===== config.mk =====
export PLATFORM = sky130hd
export DESIGN_NAME = uart_rx_fifo
export DESIGN_NICKNAME = d
export VERILOG_FILES = /design/src/rtl/uart_pkg.sv /design/src/rtl/sync_fifo.sv /design/src/rtl/uart_rx_fifo.sv
export SDC_FILE = /design/constraint.sdc
export NUM_CORES = 1
export LEC_CHECK = 0
export CAP_MARGIN = 30
export CORE_ASPECT_RATIO = 0.8
export CORE_UTILIZATION = 26
export DETAILED_ROUTE_END_ITERATION = 10
export GPL_ROUTABILITY_DRIVEN = 0
export PLACE_DENSITY = 0.48
export REMOVE_ABC_BUFFERS = 1
export SYNTH_ARGS = -nofsm -noshare
export SYNTH_HDL_FRONTEND = slang
export SYNTH_SLANG_ARGS = --single-unit

===== constraint.sdc =====
create_clock -name clk -period 6 [get_ports clk]
set_input_delay 1.2 -clock clk [delete_from_list [all_inputs] [get_ports clk]]
set_output_delay 1.2 -clock clk [all_outputs]
set_load 0.05 [all_outputs]

===== src/rtl/uart_pkg.sv =====
// Shared constants for the UART receive path: FSM encoding, parity modes and
// the divider half-bit load used to centre sampling on each bit.
`timescale 1ns/1ps
package uart_pkg;

    localparam logic [2:0] ST_IDLE       = 3'd0;
    localparam logic [2:0] ST_START      = 3'd1;
    localparam logic [2:0] ST_DATA       = 3'd2;
    localparam logic [2:0] ST_PARITY     = 3'd3;
    localparam logic [2:0] ST_STOP       = 3'd4;
    localparam logic [2:0] ST_BREAK_WAIT = 3'd5;

    localparam logic PARITY_MODE_EVEN = 1'b0;
    localparam logic PARITY_MODE_ODD  = 1'b1;

    function automatic int unsigned div_half_load(input int unsigned clk_div);
        return clk_div / 2;
    endfunction

endpackage


===== src/rtl/sync_fifo.sv =====
// Single-clock FIFO with first-word fall-through head; head reads 0 when empty.
// A pop frees a slot in the same cycle, so push+pop on a full FIFO is accepted.
`timescale 1ns/1ps
module sync_fifo #(
    parameter int WIDTH = 8,
    parameter int DEPTH = 4
) (
    input  logic                     clk,
    input  logic                     rst,
    input  logic                     push,
    input  logic                     pop,
    input  logic [WIDTH-1:0]         wdata,
    output logic [WIDTH-1:0]         head,
    output logic [$clog2(DEPTH):0]   count,
    output logic                     full,
    output logic                     empty
);
    localparam int AW = $clog2(DEPTH);

    logic [AW-1:0]    wr_ptr_q, wr_ptr_d, rd_ptr_q, rd_ptr_d;
    logic [AW:0]      count_q, count_d;
    logic [WIDTH-1:0] mem_q [DEPTH];
    logic [WIDTH-1:0] mem_d [DEPTH];
    logic             do_push, do_pop;

    assign empty   = (count_q == '0);
    assign full    = (count_q == (AW+1)'(DEPTH));
    assign do_pop  = pop && !empty;
    assign do_push = push && (!full || do_pop);
    assign count   = count_q;
    assign head    = empty ? '0 : mem_q[rd_ptr_q];

    always_comb begin
        mem_d    = mem_q;
        wr_ptr_d = wr_ptr_q;
        rd_ptr_d = rd_ptr_q;
        count_d  = count_q;
        if (do_push) begin
            mem_d[wr_ptr_q] = wdata;
            wr_ptr_d        = wr_ptr_q + 1'b1;
        end
        if (do_pop) begin
            rd_ptr_d = rd_ptr_q + 1'b1;
        end
        case ({do_push, do_pop})
            2'b10:   count_d = count_q + 1'b1;
            2'b01:   count_d = count_q - 1'b1;
            default: count_d = count_q;
        endcase
    end

    always_ff @(posedge clk) begin
        if (rst) begin
            wr_ptr_q <= '0;
            rd_ptr_q <= '0;
            count_q  <= '0;
        end else begin
            wr_ptr_q <= wr_ptr_d;
            rd_ptr_q <= rd_ptr_d;
            count_q  <= count_d;
        end
    end

    // Storage needs no reset: head is masked while the FIFO is empty.
    always_ff @(posedge clk) begin
        mem_q <= mem_d;
    end

endmodule


===== src/rtl/uart_rx_fifo.sv =====
// UART receiver with configurable width/divider/parity, sticky error flags and
// a receive FIFO that the CPU drains with a one-cycle pop strobe.
`timescale 1ns/1ps
module uart_rx_fifo
    import uart_pkg::*;
#(
    parameter int DATA_BITS  = 8,
    parameter int CLK_DIV    = 10,
    parameter int PARITY_EN  = 0,
    parameter int PARITY_ODD = 0,
    parameter int FIFO_DEPTH = 4
) (
    input  logic                          clk,
    input  logic                          rst,
    input  logic                          uart_in,
    input  logic                          cpu_end_read,
    input  logic                          err_clr,
    output logic [DATA_BITS-1:0]          uart_to_cpu_buf,
    output logic                          rx_valid,
    output logic                          read_int,
    output logic [$clog2(FIFO_DEPTH):0]   fifo_count,
    output logic                          frame_err,
    output logic                          parity_err,
    output logic                          overrun
);
    localparam int DW = $clog2(CLK_DIV);
    localparam logic [DW-1:0] DIV_LAST = DW'(CLK_DIV - 1);
    localparam logic [DW-1:0] DIV_HALF = DW'(div_half_load(CLK_DIV));
    localparam logic PAR_MODE = (PARITY_ODD != 0) ? PARITY_MODE_ODD : PARITY_MODE_EVEN;

    logic [2:0]           state_q, state_d;
    logic [DW-1:0]        div_q, div_d;
    logic [3:0]           bit_cnt_q, bit_cnt_d;
    logic [DATA_BITS-1:0] shift_q, shift_d;
    logic                 mismatch_q, mismatch_d;
    logic                 sync1_q, sync1_d, sync2_q, sync2_d;
    logic                 read_int_q, read_int_d;
    logic                 frame_err_q, frame_err_d;
    logic                 parity_err_q, parity_err_d;
    logic                 overrun_q, overrun_d;
    logic                 rx_s, tick, push_req, set_frame, set_parity, set_overrun;
    logic                 fifo_full, fifo_empty;

    assign rx_s = sync2_q;
    assign tick = (div_q == DIV_LAST);

    always_comb begin
        state_d     = state_q;
        div_d       = tick ? '0 : div_q + 1'b1;
        bit_cnt_d   = bit_cnt_q;
        shift_d     = shift_q;
        mismatch_d  = mismatch_q;
        sync1_d     = uart_in;
        sync2_d     = sync1_q;
        push_req    = 1'b0;
        set_frame   = 1'b0;
        set_parity  = 1'b0;
        set_overrun = 1'b0;
        case (state_q)
            ST_IDLE: if (!rx_s) begin
                state_d    = ST_START;
                div_d      = DIV_HALF;
                mismatch_d = 1'b0;
            end
            ST_START: if (tick) begin
                state_d   = rx_s ? ST_IDLE : ST_DATA;
                bit_cnt_d = '0;
            end
            ST_DATA: if (tick) begin
                shift_d = {rx_s, shift_q[DATA_BITS-1:1]};
                if (bit_cnt_q == 4'(DATA_BITS - 1)) begin
                    state_d = (PARITY_EN != 0) ? ST_PARITY : ST_STOP;
                end else begin
                    bit_cnt_d = bit_cnt_q + 1'b1;
                end
            end
            ST_PARITY: if (tick) begin
                mismatch_d = ((^shift_q) ^ rx_s) != PAR_MODE;
                state_d    = ST_STOP;
            end
            ST_STOP: if (tick) begin
                if (!rx_s) begin
                    set_frame = 1'b1;
                    state_d   = ST_BREAK_WAIT;
                end else begin
                    state_d = ST_IDLE;
                    if (mismatch_q) begin
                        set_parity = 1'b1;
                    end else if (fifo_full && !cpu_end_read) begin
                        set_overrun = 1'b1;
                    end else begin
                        push_req = 1'b1;
                    end
                end
            end
            ST_BREAK_WAIT: if (rx_s) state_d = ST_IDLE;
            default: state_d = ST_IDLE;
        endcase
        read_int_d   = push_req;
        // A flag being set in the same cycle as err_clr stays set.
        frame_err_d  = (frame_err_q  && !err_clr) || set_frame;
        parity_err_d = (parity_err_q && !err_clr) || set_parity;
        overrun_d    = (overrun_q    && !err_clr) || set_overrun;
    end

    always_ff @(posedge clk) begin
        if (rst) begin
            state_q      <= ST_IDLE;
            div_q        <= '0;
            bit_cnt_q    <= '0;
            shift_q      <= '0;
            mismatch_q   <= 1'b0;
            sync1_q      <= 1'b1;
            sync2_q      <= 1'b1;
            read_int_q   <= 1'b0;
            frame_err_q  <= 1'b0;
            parity_err_q <= 1'b0;
            overrun_q    <= 1'b0;
        end else begin
            state_q      <= state_d;
            div_q        <= div_d;
            bit_cnt_q    <= bit_cnt_d;
            shift_q      <= shift_d;
            mismatch_q   <= mismatch_d;
            sync1_q      <= sync1_d;
            sync2_q      <= sync2_d;
            read_int_q   <= read_int_d;
            frame_err_q  <= frame_err_d;
            parity_err_q <= parity_err_d;
            overrun_q    <= overrun_d;
        end
    end

    sync_fifo #(
        .WIDTH (DATA_BITS),
        .DEPTH (FIFO_DEPTH)
    ) u_fifo (
        .clk   (clk),
        .rst   (rst),
        .push  (push_req),
        .pop   (cpu_end_read),
        .wdata (shift_q),
        .head  (uart_to_cpu_buf),
        .count (fifo_count),
        .full  (fifo_full),
        .empty (fifo_empty)
    );

    assign rx_valid   = !fifo_empty;
    assign read_int   = read_int_q;
    assign frame_err  = frame_err_q;
    assign parity_err = parity_err_q;
    assign overrun    = overrun_q;

endmodule


### Word level (Yosys, flattened, before mapping)

Index checks and enable logic that the tools add are counted.

* add/subtract/negate cells: 6
* magnitude comparators: 3
* eq/ne operators: 18
* multiplexer cells: 45
* bitwise operators: 3
* reduce and logical (&&, ||, !) cells: 25

Operators by type and width (number)
* bitwise mux 32 bit: 1
* two-way mux 8 bit: 4
* two-way mux 3 bit: 8
* two-way mux 4 bit: 6
* two-way mux 1 bit: 19
* case mux 3 bit (6 select lines): 1
* binary-select mux 8 bit (select 2 bit): 1
* demux 8 bit (select 2 bit): 1
* inequality test 2 bit (second input constant): 8
* == test 3 bit (second input constant): 3
* adder 4 x 1 -> 4 bit (second input constant): 2
* case mux 4 bit (2 select lines): 1
* XOR reduction 8 bit: 1
* logical AND 1 bit: 7
* AND reduction 7 bit: 1
* == test 3 x 2 -> 1 bit (second input constant): 2
* greater-or-equal comparator 3 bit (second input constant): 2
* logical NOT 3 bit: 2
* inverter 2 -> 3 bit: 2
* case mux 3 bit (2 select lines): 1
* nonzero test 2 bit: 3
* adder 2 x 1 -> 2 bit (second input constant): 2
* == test 4 x 3 -> 1 bit (second input constant): 1
* == test 4 bit (second input constant): 1
* other kinds (14): 20

* register bits: 65
* input port bits: 5
* output and inout bits: 16
* logic and storage cells: 118

### Depth between registers and ports, before layout

Gate-level depths: netlist of the first run.

* depth in word-level cells: 10
* mapped depth: 10
* depth with buffers taken out: 9

### Hierarchy

Synthesis of the first run repeated with hierarchy kept, for this count alone.

* cells, all modules: 249
* area total of the unflattened synthesis: 2994.1 um2

Modules (own cells, without submodules)
* sync_fifo: times used 1, cells an instance 102, area each 1731.7 um2, seq. area each 1101.1 um2
* uart_rx_fifo: times used 1, cells an instance 147, area each 1262.5 um2, seq. area each 520.5 um2

### Least setup slack after synthesis of the first run

Ideal clock, no wire load.

* path kind: reg-to-output
* start: register u_fifo.count_q[0] (netlist: u_fifo.count[0])
* end: output uart_to_cpu_buf[0]
* arrival time: 1955 ps
* data required time: 4800 ps
* path slack: 2845 ps
* cell stages (with the launch flop): 4
* path buffers: 1
* cell sequence: dfxtp_1 > or3_1 > clkbuf_1 > and2_1

* longest elaborated chain between the ends: 2

Ends and longest elaborated chain
* start: declaration: line sync_fifo.sv:21 `logic [AW:0] count_q, count_d;`
* start signal: assignment: line sync_fifo.sv:60 `count_q <= count_d;`
* logical NOT 3 bit: line sync_fifo.sv:26 `assign empty = (count_q == '0);`
* two-way mux 8 bit: line sync_fifo.sv:31 `assign head = empty ? '0 : mem_q[rd_ptr_q];`
* end: declaration: line uart_rx_fifo.sv:18 `output logic [DATA_BITS-1:0] uart_to_cpu_buf,`

No other way between the ends.

### Worst setup path in the final report of the first run

* start: register u_fifo.rd_ptr_q[0]
* end: output uart_to_cpu_buf[7]

* longest elaborated chain between the ends: 5

Ends and longest elaborated chain
* start: declaration: line sync_fifo.sv:20 `logic [AW-1:0] wr_ptr_q, wr_ptr_d, rd_ptr_q, rd_ptr_d;`
* start signal: assignment: line sync_fifo.sv:59 `rd_ptr_q <= rd_ptr_d;`
* inverter 2 -> 3 bit (implied by the code): line sync_fifo.sv:31
* binary-select mux 8 bit (select 2 bit): line sync_fifo.sv:31
* two-way mux 8 bit (implied by the code) (2 in a row): line sync_fifo.sv:31
* two-way mux 8 bit: line sync_fifo.sv:31

No other way between the ends. The select of a mux whose other input is x is not followed.

==> results of run 1 <==
layout by cell type (no fill, tap or decap), types with 6 or more instances in the layout:
cell              n
and2_1           10
nand2_1          23
edfxtp_1         32
xnor2_1           7
o21ai_0           9
dfxtp_1          33
clkdlybuf4s50_1  20
clkbuf_16        10
a21oi_1          23
nor2_1           13
inv_1            10
mux4_2            8
ha_1              6
metal layers:
layer  wire, µm  global-route usage [%]
met5          0                       0
met4         39                    3.75
met3        212                    3.76
met2       2350                    15.0
met1       2690                    13.6
power by group through the flow:
stage | Combinational, µW | Clock (µW) | Sequential (µW)
after global routing | 18.9 | 565 | 470
after global placement | 16.7 | 0 | 479
after detailed placement | 17.0 | 0 | 479
after CTS | 17.1 | 550 | 469
after floorplan | 8.56 | 0 | 477
final | 16.7 | 534 | 469
registers in the layout (all words and copies together) (netlist names):
name             count
u_fifo.rd_ptr_q      2
state_q              3
mismatch_q           1
parity_err           1
overrun              1
bit_cnt_q            4
shift_q              8
u_fifo.count         3
read_int             1
u_fifo.mem_q        32
rx_s                 1
u_fifo.wr_ptr_q      2
div_q                4
frame_err            1
sync1_q              1
final cells by class:
cell class | instances | share of cell area, %
sequential | 65 | 46.0
multi-input combinational | 156 | 33.0
clock buffer | 11 | 7.21
timing repair buffer | 21 | 5.89
tap | 144 | 5.11
clock inverter | 5 | 1.74
inverter | 10 | 1.07
logic make-up (layout without fill, tap and decap cells):
group	Yosys count	in the layout	synth area share, %
fa+ha+maj	7	7	3.28
xor+xnor	12	12	4.09
mux	9	9	6.55
buf+inv	24	47	4.14
flops	65	65	55.9
simple gates	86	86	17.6
compound gates	42	42	8.49
cells in the mapped netlist, types with 5 or more instances:
master and count:
nand2_1 23, xnor2_1 7, dfxtp_1 33, nand3_1 5, nor3_1 5, a21oi_1 23
edfxtp_1 32, mux4_2 8, nor2_1 13, o21ai_0 9, clkbuf_1 6, and2_1 10
ha_1 6, inv_1 10
stage by stage:
step	power [µW]	setup WS, ns	cells	util [%]
after floorplan	486	2.87	231	-
after global routing	1050	2.10	412	32.5
final	1020	2.28	412	32.5
after global placement	495	2.32	396	29.6
after CTS	1040	2.22	412	32.5
after detailed placement	496	2.26	396	29.6
worst max path at each step:
stage / end / slack (ns) / depth (start not counted)
final: uart_to_cpu_buf[7] / 2.28 / 3
after floorplan: u_fifo.count[2] / 2.87 / 8
after global routing: uart_to_cpu_buf[0] / 2.10 / 3
after global placement: u_fifo.count[2] / 2.32 / 9
after CTS: uart_to_cpu_buf[0] / 2.22 / 3
after detailed placement: u_fifo.count[2] / 2.26 / 9
worst max-delay path, delay by kind of cell, from the launching register on:
family	cells	cell delay, ns
flip-flops	1	0.73
buffers and inverters	1	0.69
multiplexers	1	0.59
AND/OR/NAND/NOR	1	0.17
==> out/results.ini, run 1 <==
[timing]
finalSetupTns_ns = 0
fin_hold_ws_ns = 0.408
fin_crit_sh_pct = 61.9
maxSlewHeadroom_pct = 56.9
finalMaxSlewViolations = 0
max_freq_mhz = 269
final-hold-violation-count = 0
period_needed_ns = 3.72
worstMarginPinSlew_ns = 0.646
fin_skew_ns = 0.00512
setup_viol = 0
rsz0062_at_grt = false

[critical_path]
worst_path_max_delay_cell = dfxtp_1
crit_path_start_kind = flip-flop
crit_chain = mux4_2 > and2_1 > clkdlybuf4s50_1
r2r_start = state_q[2]
slowest_delay_ns = 0.73
r2r-end = u_fifo.count[2]
crit_type = reg -> out
cp-end-kind = primary output
critPathRequiredTime_ns = 4.80
arrival_ns = 2.52
startpoint = u_fifo.rd_ptr_q[0]
rr_worst_depth = 9
reg2reg_slack_ns = 3.40
cp_max_fo = 10

[finish]
area_growth_pct = 21.4
drive_above_1_share_pct = 13.1
fillerInstances = 1078
layout.nets = 275
multi_input_area_mm2 = 0.00116
antenna_cells = 0
seqCellArea_mm2 = 0.00162
final_area_mm2 = 0.00352

[power_and_ir_drop]
p_int_uw = 821
clock_power_share_pct = 52.4
power_density_mw_per_mm2 = 290
p_leak_uw = 0.00116
pwr-share-comb_pct = 1.6
peakVddDrop_mv = 0.112
p_seq_share_pct = 46.0
switching_power_uw = 199
swShare_pct = 19.6

[die]
die_w_um = 120
coreArea_mm2 = 0.0108
io-pin-count = 21
dieArea_mm2 = 0.0116
start_util_pct = 26.8
die_h_um = 96.5
num_rows = 34

[yosys]
synthCells = 245
yosysTopAreaCell = edfxtp_1
yosys_warnings = 0
synth_edf_count = 32
synthesis.area_mm2 = 0.00290
ys_seq_area_share_pct = 55.9
post_synth_num_cell_types = 48
ys.flop_type = dfxtp_1
ys_top_cells_by_area = edfxtp_1 33%, dfxtp_1 23%, mux4_2 6.2%
synth_async_sr_flop_share_pct = 0
syn_area_per_cell_um2 = 11.8
yosysTopAreaCellShare_pct = 33.1
synth.ff_latch_count = 65

[detailed_routing]
drtAntennaViolNets = 0
firstDrtPassIters = 6
vias_per_cell = 4.41
wl_per_cell_um = 12.8
drt_iter0_drc = 111
totalWireLength_um = 5280
vias = 1818
drc = 0

[clock_network]
cts.sinks = 65
post_cts_buffers = 0
root_buffer = clkbuf_16
insertion_delay_ns = 0.32
clock_path_buffers = 2
tritoncts = done
cts_resized = 0
hold_buffers = 0
htreeDepth = 3
clk_pin_slew_ns = 0.05
cts_buffers = 9

[grt]
grt_pass1_wl_um = 8820
grt_pass1_vias = 1677
grt_util_all_layers_pct = 10.2
overflow = 0
antenna_found_initial = 0
grt_max_degree = 35

[place]
portBuffers = 20
hpwl_um = 3570
place_area_mm2 = 0.00321

[worst_hold_path]
whs_path_depth = 1
min_path_type = reg -> reg
worstHoldStart = sync1_q
hold_path_end = rx_s

[outcome]
status = completed

[job]
drv_cap = 0

Power figures use the tool's default switching activity.
==> run 2: changes to the inputs <==
PLACE_DENSITY = 0.49   (was 0.48)
clock period = 3.4 ns   (was 6 ns; I/O delays follow)
==> out/results.ini, run 2 (synthesis results as in run 1) <==
[finish]
seqCellArea_mm2 = 0.00162
final_cell_mix = 33 x dfxtp_1, 32 x edfxtp_1, 23 x nand2_1, 23 x a21oi_1, 20 x clkdlybuf4s50_1
antenna_cells = 0
multi_input_area_mm2 = 0.00116
finish.utilization_pct = 33.0
layout.nets = 279
regMostFlops = u_fifo.mem_q
final_common_cell = dfxtp_1
final_area_mm2 = 0.00357
largest_reg_flops = 32
largestRegisters = u_fifo.mem_q: 32 flops, shift_q: 8 flops
area_growth_pct = 23.1
fillerInstances = 1099
drive_above_1_share_pct = 14.0

[critical_path]
worst_path_max_delay_cell = clkdlybuf4s50_1
cp_max_fo = 5
arrival_ns = 2.19
crit_path_start_kind = flip-flop
reg2reg_slack_ns = 0.89
critPathRequiredTime_ns = 2.72
cp-end-kind = primary output
crit_chain = buf_4 > mux4_2 > and2_1 > clkdlybuf4s50_1
crit_type = reg -> out
slowest_delay_ns = 0.69

[outcome]
status = completed

[worst_hold_path]
min_path_type = reg -> reg

[grt]
met3_usage_pct = 3.70
use_met2_pct = 15.5
grt_util_all_layers_pct = 9.94
grt.busiest_layer = met2
met1_usage_pct = 12.6
grt_pass1_wl_um = 8730
overflow = 0
grt_max_degree = 21
antenna_found_initial = 0
grt_pass1_vias = 1723

[place]
portBuffers = 20
place_area_mm2 = 0.00324
hpwl_um = 3460

[die]
die_h_um = 96.5
io-pin-count = 21
dieArea_mm2 = 0.0116
num_rows = 34
coreArea_mm2 = 0.0108
start_util_pct = 26.8
die_w_um = 120

[clock_network]
clock_path_buffers = 2
cts_buffers = 9
hold_buffers = 0
clk_pin_slew_ns = 0.05
cts.sinks = 65
post_cts_buffers = 0
root_buffer = clkbuf_16
cts_resized = 0
tritoncts = done
insertion_delay_ns = 0.33
htreeDepth = 3

[detailed_routing]
totalWireLength_um = 5160
firstDrtPassIters = 4
drtAntennaViolNets = 0
vias_per_cell = 4.42
drc = 0
wl_per_cell_um = 12.4
vias = 1838
drt_iter0_drc = 84

[timing]
setup_viol = 0
worstMarginPinSlew_ns = 0.772
final-hold-violation-count = 0
period_needed_ns = 2.87
finalSetupTns_ns = 0
fin_skew_ns = 0.00416
fin_hold_ws_ns = 0.406
max_freq_mhz = 348
maxSlewHeadroom_pct = 48.4
rsz0062_at_grt = false
fin_crit_sh_pct = 84.5
finalMaxSlewViolations = 0

[power_and_ir_drop]
power_density_mw_per_mm2 = 531
peakVddDrop_mv = 0.180
p_leak_uw = 0.00119

[job]
drv_cap = 0

-- run 2: cell types whose count changed in the layout (fill, tap and decap cells not counted), sizes merged --
cell / delta
inv: -1
bufinv: +2
buf: +4
clkinv: -1
-- run 2: per-layer routing --
metal	share of wire (%)	routed length [µm]
met1	49	2540
met4	1.5	79
met3	3.8	198
met5	0	0
met2	45	2340
-- run 2: critical path: cells and delay by family, from the launching register on --
| family | cells | cell delay (ns) |
|---|---|---|
| buffers and inverters | 2 | 0.85 |
| muxes | 1 | 0.51 |
| DFF | 1 | 0.33 |
| and+or+nand+nor | 1 | 0.17 |
-- run 2: final timing paths --
| kind | start | to | depth (start not counted) |
|---|---|---|---|
| worst max-delay path | u_fifo.rd_ptr_q[0] | uart_to_cpu_buf[7] | 4 |
| worst min-delay path | sync1_q | rx_s | 1 |
| worst max register to register | state_q[2] | u_fifo.count[2] | 9 |
| worst min register to register | sync1_q | rx_s | 1 |
-- run 2: final cells by class --
type	count	share of cell area, %
timing repair buffer	25	6.65
sequential	65	45.4
tap	144	5.04
inverter	10	1.05
clock buffer	11	6.51
multi-input combinational	156	32.5
clock inverter	5	2.91
-- run 2: power breakdown --
group	internal, µW	switching, µW	total [µW]	leakage (µW)
combinational	14.3	15.5	29.8	0.000462
sequential	820	9.03	829	0.000563
clock	716	323	1040	0.000164
total	1550	347	1900	0.00119
-- run 2: stage by stage --
stage,total power (µW),setup slack (ns),std cells
after global placement,874,0.460,400
after detailed placement,875,0.370,400
final,1900,0.526,416
after CTS,1920,0.490,416
after floorplan,857,0.689,231
after global routing,1960,0.424,416
